<file path="config.mk">
export PLATFORM = sky130hd
export DESIGN_NAME = serial_subtractor
export DESIGN_NICKNAME = d
export VERILOG_FILES = /design/src/rtl/sub_pkg.sv /design/src/rtl/full_subtractor_cell.sv /design/src/rtl/serial_subtractor.sv
export SDC_FILE = /design/constraint.sdc
export NUM_CORES = 1
export LEC_CHECK = 0
export CORE_ASPECT_RATIO = 1.25
export CORE_MARGIN = 10
export CORE_UTILIZATION = 40
export DETAILED_ROUTE_END_ITERATION = 12
export SLEW_MARGIN = 20
export SYNTH_ARGS = -nofsm -noshare
export SYNTH_HDL_FRONTEND = slang
export SYNTH_SLANG_ARGS = --single-unit
</file>
<file path="constraint.sdc">
create_clock -name clk -period 2 [get_ports clk]
set_clock_uncertainty 0.05 [all_clocks]
set_input_delay 0.3 -clock clk [delete_from_list [all_inputs] [get_ports clk]]
set_output_delay 0.3 -clock clk [all_outputs]
set_load 0.05 [all_outputs]
</file>
<file path="src/rtl/sub_pkg.sv">
// Shared types and defaults for the bit-serial subtractor.
// Holds the FSM state encoding used by serial_subtractor.
package sub_pkg;

    localparam int DEFAULT_W = 4;

    typedef enum logic [1:0] {
        IDLE = 2'd0,
        RUN  = 2'd1,
        DONE = 2'd2
    } state_t;

endpackage

</file>
<file path="src/rtl/full_subtractor_cell.sv">
// One-bit full subtractor: d = a - b - bin, with bout as the borrow out.
module full_subtractor_cell (
    input  logic a,
    input  logic b,
    input  logic bin,
    output logic d,
    output logic bout
);

    always_comb begin
        d    = a ^ b ^ bin;
        bout = (~a & b) | (~(a ^ b) & bin);
    end

endmodule

</file>
<file path="src/rtl/serial_subtractor.sv">
// Bit-serial W-bit subtractor D = A - B, LSB first, one bit per clock,
// with a start/busy/done handshake and held result.
module serial_subtractor
    import sub_pkg::*;
#(
    parameter int W = DEFAULT_W
) (
    input  logic         clk,
    input  logic         rst_n,
    input  logic         start,
    input  logic [W-1:0] A,
    input  logic [W-1:0] B,
    output logic         busy,
    output logic         done,
    output logic [W-1:0] D,
    output logic         Bout
);

    localparam int CW = $clog2(W + 1);
    localparam logic [CW-1:0] LAST = CW'(W - 1);

    state_t        state;
    logic [W-1:0]  sa;
    logic [W-1:0]  sb;
    logic [W-1:0]  acc;
    logic          borrow;
    logic [CW-1:0] cnt;
    logic          bit_d;
    logic          bit_bout;

    full_subtractor_cell u_cell (
        .a    (sa[0]),
        .b    (sb[0]),
        .bin  (borrow),
        .d    (bit_d),
        .bout (bit_bout)
    );

    always_ff @(posedge clk or negedge rst_n) begin
        if (!rst_n) begin
            state  <= IDLE;
            busy   <= 1'b0;
            done   <= 1'b0;
            D      <= '0;
            Bout   <= 1'b0;
            sa     <= '0;
            sb     <= '0;
            acc    <= '0;
            borrow <= 1'b0;
            cnt    <= '0;
        end else begin
            case (state)
                IDLE, DONE: begin
                    done <= 1'b0;
                    if (start) begin
                        sa     <= A;
                        sb     <= B;
                        acc    <= '0;
                        borrow <= 1'b0;
                        cnt    <= '0;
                        busy   <= 1'b1;
                        state  <= RUN;
                    end else begin
                        state <= IDLE;
                    end
                end
                RUN: begin
                    sa     <= sa >> 1;
                    sb     <= sb >> 1;
                    acc    <= {bit_d, acc[W-1:1]};
                    borrow <= bit_bout;
                    cnt    <= cnt + 1'b1;
                    // Final bit: publish the result straight from the cell output.
                    if (cnt == LAST) begin
                        D     <= {bit_d, acc[W-1:1]};
                        Bout  <= bit_bout;
                        busy  <= 1'b0;
                        done  <= 1'b1;
                        state <= DONE;
                    end
                end
                default: begin
                    busy  <= 1'b0;
                    done  <= 1'b0;
                    state <= IDLE;
                end
            endcase
        end
    end

endmodule

</file>
* Word level (Yosys, flattened, before mapping)
Cells that the tools add are included.
** Word-level totals
- Flip-flop bits (word level) :: 25
- Input port bits :: 11
- Output and inout port bits :: 7
** Cells by class
- $add $sub $neg :: 1
- Eq/ne operators :: 5
- Muxes and demuxes :: 18
- Bitwise operators :: 7
- Reductions and logical operators :: 6
** Operators by type and width (count)
- one-hot mux 4 bit (2 select lines) :: 3
- 2-to-1 mux 4 bit :: 3
- 2-to-1 mux 1 bit :: 6
- one-hot mux 3 bit (2 select lines) :: 1
- AND reduction 2 bit :: 3
- != test 2 bit, second input constant :: 2
- one-hot mux 1 bit (2 select lines) :: 2
- one-hot mux 2 bit (2 select lines) :: 1
- adder 3 x 1 -> 3 bit, second input constant :: 1
- == test 3 x 2 -> 1 bit, second input constant :: 1
- 2-to-1 mux 3 bit :: 1
- bitwise AND 1 bit :: 2
- == test 2 x 1 -> 1 bit, second input constant :: 1
- == test 2 bit, second input constant :: 1
- zero test 2 bit :: 1
- 2-to-1 mux 2 bit :: 1
- inverter 1 bit :: 2
- nonzero test 2 bit :: 1
- OR reduction 2 bit :: 1
- XOR 1 bit :: 2
- OR 1 bit :: 1

* Depth between registers and ports, before layout
Gate-level depths: netlist of the first run.
- Word-level depth :: 5
- Mapped depth :: 4

* By module
From an unflattened synthesis of the first run, not the netlist that was laid out.
** Second synthesis, totals
- Cell total of the unflattened synthesis :: 98
- Area total of the unflattened synthesis :: 1157.4 um^2
** Modules (own cells, without submodules)
- serial_subtractor :: instances 1, cells an instance 94, area each 1126.1 um^2, sequential area each 575.6 um^2
- full_subtractor_cell :: instances 1, cells an instance 4, area each 31.3 um^2, sequential area each 0.0 um^2

* Worst setup path before layout of the first run
OpenSTA, ideal clock, no wires.
- Path type :: reg-to-reg
- From :: register done (netlist name)
- To :: register acc[1]
- Library setup time :: 0.121 ns
- Arrival time :: 1.307 ns
- Required time :: 1.829 ns
- Path slack :: 0.522 ns
- Cell stages (with the launch flop) :: 4
- Path buffers :: 1
- Period minus slack after synthesis :: 1.478 ns
- Path through :: dfrtp_1 > buf_6 > mux2_2 > a22o_1
** RTL lines
- end signal: assignment :: RTL line serial_subtractor.sv:70 : acc <= {bit_d, acc[W-1:1]};
- end: declaration :: RTL line serial_subtractor.sv:25 : logic [W-1:0] acc;

* Worst setup path in the final report of the first run
- From :: register busy
- To :: output port busy
** RTL lines
- start: declaration :: RTL line serial_subtractor.sv:13 : output logic busy,
- start signal: assignment :: RTL line serial_subtractor.sv:42 : busy <= 1'b0;
- start signal: assignment :: RTL line serial_subtractor.sv:61 : busy <= 1'b1;
- start signal: assignment :: RTL line serial_subtractor.sv:77 : busy <= 1'b0;
No word-level cell between the ends.

==> results of run 1 <==
[how the worst max path moves through the flow]
stage | end
finish | busy
CTS | busy
global placement | sa[2]
global route | busy
floorplan | acc[1]
detailed placement | acc[1]
[cell type report]
| type | instances | area share (%) |
|---|---|---|
| Tap cell | 36 | 3.19 |
| Sequential cell | 23 | 40.7 |
| Inverter | 5 | 1.33 |
| Timing Repair Buffer | 21 | 14.9 |
| Clock buffer | 4 | 1.86 |
| Multi-Input combinational cell | 55 | 38.0 |
[synth_stat cells, drive strengths merged]
master   count
mux2i       23
a32o         2
o21ai        2
xnor2        1
nor2         3
ha           2
buf          4
nand3b       1
or2b         1
fa           1
clkbuf       1
mux2         8
dfrtp       23
o2bb2ai      1
a22o         4
nand2b       4
nand3        2
inv          5
[registers in the layout (all words and copies together) (netlist names)]
name,cells
D,4
sa,4
sb,4
acc,3
cnt,3
Bout,1
borrow,1
busy,1
done,1
state,1
[power by group through the flow]
stage	Combinational, µW	Sequential, µW	Clock, µW
final	1080	849	215
after global routing	1180	884	242
after CTS	1100	852	227
after detailed placement	1100	863	0
after global placement	1070	851	0
after floorplan	678	1000	0
[kinds of logic (layout without fill, tap and decap cells)]
group,Yosys count,after routing
adders and majority gates,3,3
muxes,31,31
buffers and inverters,10,30
DFF,23,23
and+or+nand+nor,11,11
xor gates and xnor gates,1,1
AOI/OAI and AO/OA,9,9
[layer usage]
| layer | up-vias | wire [µm] | global-route usage (%) |
|---|---|---|---|
| met5 | - | 0 | 0 |
| met4 | 0 | 10 | 3.63 |
| met3 | 2 | 104 | 1.95 |
| met2 | 13 | 947 | 13.0 |
| met1 | 350 | 997 | 10.0 |
| li1 | 350 | - | - |
[metrics by stage]
stage          instance area [µm²]  util (%)
4_1_cts                       1410      48.9
5_1_grt                       1410      48.9
3_3_place_gp                  1390      48.0
6_report                      1410      48.9
3_5_place_dp                  1390      48.0
2_1_floorplan                 1180         -
==> results.json, run 1 <==
{
  "synthDistinctLibCells": 21,
  "synth_top_family_by_area": "multiplexers",
  "crit_fanout": 3,
  "yosysSeqAreaShare_pct": 48.8,
  "cts_root_buf": "clkbuf_4",
  "ant_nets": 0,
  "syn_area_per_cell_um2": 13.4,
  "ys_ff_latch": 23,
  "core.rowCount": 22,
  "swShare_pct": 39.6,
  "seq_power_share_pct": 39.6,
  "timing.rr.start": "sb[0]",
  "die_w_um": 68.6,
  "crit_path_top_delay_cell": "clkdlybuf4s50_1",
  "rsz0062_at_grt": "false",
  "postCtsHoldBufs": 0,
  "drt_first_pass_iters": 4,
  "first_global_vias": 767,
  "cts.sinks": 23,
  "die_h_um": 80.7,
  "cts_resized": 0,
  "final_cell_mix": "dfrtp_1, mux2i_1, clkdlybuf4s50_1",
  "worstSetupPathType": "register to output port",
  "crit_required_ps": 1650,
  "syn_inst": 88,
  "core-area_um2": 2890,
  "globalplace.congestion": 0.692,
  "regArea_um2": 576,
  "max_stage_delay_ps": 820,
  "clockPowerShare_pct": 10.0,
  "internal-power_uw": 1290,
  "total_power_uw": 2140,
  "overflow": 0,
  "drcViolationCount": 0,
  "timing.rr.end": "acc[3]",
  "cpLargestDelayFamily": "buffers and inverters",
  "fillerInstances": 281,
  "fin_cells": 144,
  "synth_top_area_share_pct": 48.8,
  "cp-end-kind": "output port",
  "route.vias.total": 715,
  "place_ws_ps": 315,
  "globalRouteTotalUtil_pct": 8.15,
  "yosysWarningCount": 0,
  "synth-compound-area-share_pct": 6.26,
  "port_buffers": 17,
  "syn_area_um2": 1180,
  "synthMuxAreaShare_pct": 28.4,
  "setup_viol_count_final": 0,
  "relSlewSlack_pct": 65.5,
  "drive_gt1_share_pct": 14.8,
  "cts-buffers-inserted": 3,
  "startpoint_type": "register",
  "tritoncts": "yes",
  "fmax_ghz": 0.534,
  "arrival_ps": 1520,
  "grt_max_degree": 24,
  "finalNetCount": 123,
  "reg2reg_slack_ps": 440,
  "multi_input_area_um2": 537,
  "diodes": 0,
  "power.density_nw_per_um2": 1520,
  "cp_cell_sequence": "clkdlybuf4s50_1",
  "drt-initial-drc-count": 10,
  "cp.depth": 1,
  "clk_pin_slew_ps": 130,
  "cp-startpoint": "busy",
  "wl_per_cell_um": 14.3,
  "synth_top_area_cell": "dfrtp_1",
  "synth_adder_area_share_pct": 3.82,
  "routed_wl_um": 2060,
  "holdWs_ps": 282,
  "finalSetupTns_ps": 0,
  "pwr-share-comb_pct": 50.3,
  "p_leak_uw": 0.000678,
  "min_period_over_period_pct": 93.6,
  "detail_route.vias_per_cell": 4.97,
  "finalMaxSlewViolations": 0,
  "post_synth_xor_area_fraction_pct": 0.742,
  "crit_buf_inv": 1,
  "io-pin-count": 18,
  "dpl.cell_count": 140,
  "start_util_pct": 40.8,
  "status": "finished, final reports clean",
  "dieArea_um2": 5540,
  "yosys.area_share.simple_pct": 6.26,
  "antenna_found_initial": 0,
  "grt_pass1_wl_um": 3510,
  "switchingPower_uw": 848,
  "reg2regPathDepth": 4,
  "synth_area_leaders": "dfrtp_1, mux2i_1, mux2_4",
  "hold_viol": 0,
  "clk_path_buf_depth": 2,
  "tightest_slew_ps": 517,
  "min-delay-path-class": "input pin to asynchronous set/reset pin",
  "postCtsSetupBuffers": 0,
  "timing.final.ws_setup_ps": 129,
  "dp_hpwl_um": 1520,
  "period_needed_ps": 1870,
  "cap_violations": 0,
  "area_delta_synth_final_pct": 19.7,
  "syn-num-nets": 102,
  "peakVddDrop_mv": 0.853,
  "clk_latency_ps": 310,
  "htree_num_levels": 1
}
(Power assumes the default switching activity.)
==> run 2: changes to the inputs <==
--- a/config.mk
+++ b/config.mk
@@ -9,6 +9,8 @@
 export CORE_MARGIN = 10
 export CORE_UTILIZATION = 40
 export DETAILED_ROUTE_END_ITERATION = 12
+export GPL_TIMING_DRIVEN = 1
+export PLACE_DENSITY_LB_ADDON = 0.25
 export SLEW_MARGIN = 20
 export SYNTH_ARGS = -nofsm -noshare
 export SYNTH_HDL_FRONTEND = slang
==> results.json, run 2 (same netlist as run 1, synthesis figures left out) <==
{
  "status": "finished, final reports clean",
  "final_cell_mix": "dfrtp_1, mux2i_1, clkdlybuf4s50_1",
  "relSlewSlack_pct": 65.7,
  "arrival_ps": 1510,
  "finalNetCount": 123,
  "overflow": 0,
  "htree_num_levels": 1,
  "fin_cells": 144,
  "largestRegisters": "D (4), sa (4), sb (4)",
  "power.density_nw_per_um2": 1520,
  "area_delta_synth_final_pct": 19.8,
  "postCtsHoldBufs": 0,
  "io-pin-count": 18,
  "cts_resized": 0,
  "max_stage_delay_ps": 810,
  "grt_pass1_wl_um": 3710,
  "core.rowCount": 22,
  "globalRouteTotalUtil_pct": 8.62,
  "cts-buffers-inserted": 3,
  "peakVddDrop_mv": 0.804,
  "cts_root_buf": "clkbuf_4",
  "first_global_vias": 815,
  "crit_required_ps": 1650,
  "grt_max_degree": 24,
  "die_w_um": 68.6,
  "drt_first_pass_iters": 2,
  "drive_gt1_share_pct": 15.7,
  "crit_buf_inv": 1,
  "startpoint_type": "register",
  "finalMaxSlewViolations": 0,
  "wl_per_cell_um": 14.6,
  "port_buffers": 17,
  "start_util_pct": 40.8,
  "fmax_ghz": 0.537,
  "routed_wl_um": 2100,
  "dieArea_um2": 5540,
  "cp-end-kind": "output port",
  "p_leak_uw": 0.000681,
  "dpl.cell_count": 140,
  "route.vias.total": 730,
  "setup_viol_count_final": 0,
  "ant_nets": 0,
  "cap_violations": 0,
  "cts.sinks": 23,
  "die_h_um": 80.7,
  "cpLargestDelayFamily": "buffers and inverters",
  "core-area_um2": 2890,
  "crit_path_top_delay_cell": "clkdlybuf4s50_1",
  "clk_path_buf_depth": 2,
  "clk_pin_slew_ps": 140,
  "min-delay-path-class": "input pin to asynchronous set/reset pin",
  "dp_hpwl_um": 1620,
  "tritoncts": "yes",
  "worstSetupPathType": "register to output port",
  "postCtsSetupBuffers": 0,
  "rsz0062_at_grt": "false",
  "tightest_slew_ps": 515,
  "clk_latency_ps": 310,
  "diodes": 0,
  "detail_route.vias_per_cell": 5.07,
  "finalSetupTns_ps": 0,
  "crit_fanout": 3,
  "period_needed_ps": 1860,
  "drt-initial-drc-count": 6,
  "min_period_over_period_pct": 93.2,
  "cp_cell_sequence": "clkdlybuf4s50_1",
  "hold_viol": 0,
  "antenna_found_initial": 0,
  "globalplace.congestion": 0.684,
  "drcViolationCount": 0
}
## run 2: cell types whose count changed in the layout (fill, tap and decap cells not counted), sizes merged
cell	change
clkbuf	-1
clkinv	+1
## run 2: metrics by stage
step | cell area (µm²) | worst slack (ps) | utilization (%) | hold WS, ps | power, µW
after floorplan | 1180 | 522 | - | -45.6 | 1680
after global placement | 1390 | 343 | 48.0 | 440 | 1920
after detailed placement | 1390 | 303 | 48.0 | 448 | 1970
after CTS | 1410 | 107 | 48.9 | 277 | 2190
after global routing | 1410 | 70.0 | 48.9 | 290 | 2310
final | 1410 | 137 | 48.9 | 270 | 2150
## run 2: worst register-to-register path, delay by kind of cell (launching register included)
family | cells | cell delay [ps]
compound gates | 1 | 180
fa+ha+maj | 1 | 490
buf+inv | 1 | 70
flops | 1 | 400
mux | 1 | 270
## run 2: where the power goes
group	switching, µW	total, µW	internal (µW)
Clock	145	219	74.6
Combinational	514	1070	556
Sequential	198	859	661
Total	857	2150	1290
## run 2: layout make-up
cell class / count / area [µm²]
Clock buffer: 3 / 22.5
Clock inverter: 1 / 5.00
Fill cell: 269 / 1480
Inverter: 5 / 18.8
Multi-Input combinational cell: 55 / 537
Sequential cell: 23 / 576
Tap cell: 36 / 45.0
Timing Repair Buffer: 21 / 210
## run 2: per-layer routing
layer / up-vias / global-route usage, % / part of all wire (%)
met5: - / 0 / 0
met4: 0 / 3.63 / 0.76
met3: 2 / 2.51 / 6.2
met2: 16 / 13.9 / 48
met1: 360 / 10.3 / 45
li1: 352 / - / -
## run 2: worst paths after layout
kind / startpoint / end / slack, ps / cells past startpoint
setup reg to reg: sb[0] / acc[3] / 440 / 4
hold reg to reg: cnt[2] / cnt[2] / 480 / 1
setup / recovery: busy / busy / 140 / 1
min in group clk: cnt[2] / cnt[2] / 480 / 1
max in group asynchronous: rst_n / acc[2] / 1400 / 2
hold / removal: rst_n / sa[0] / 270 / 2
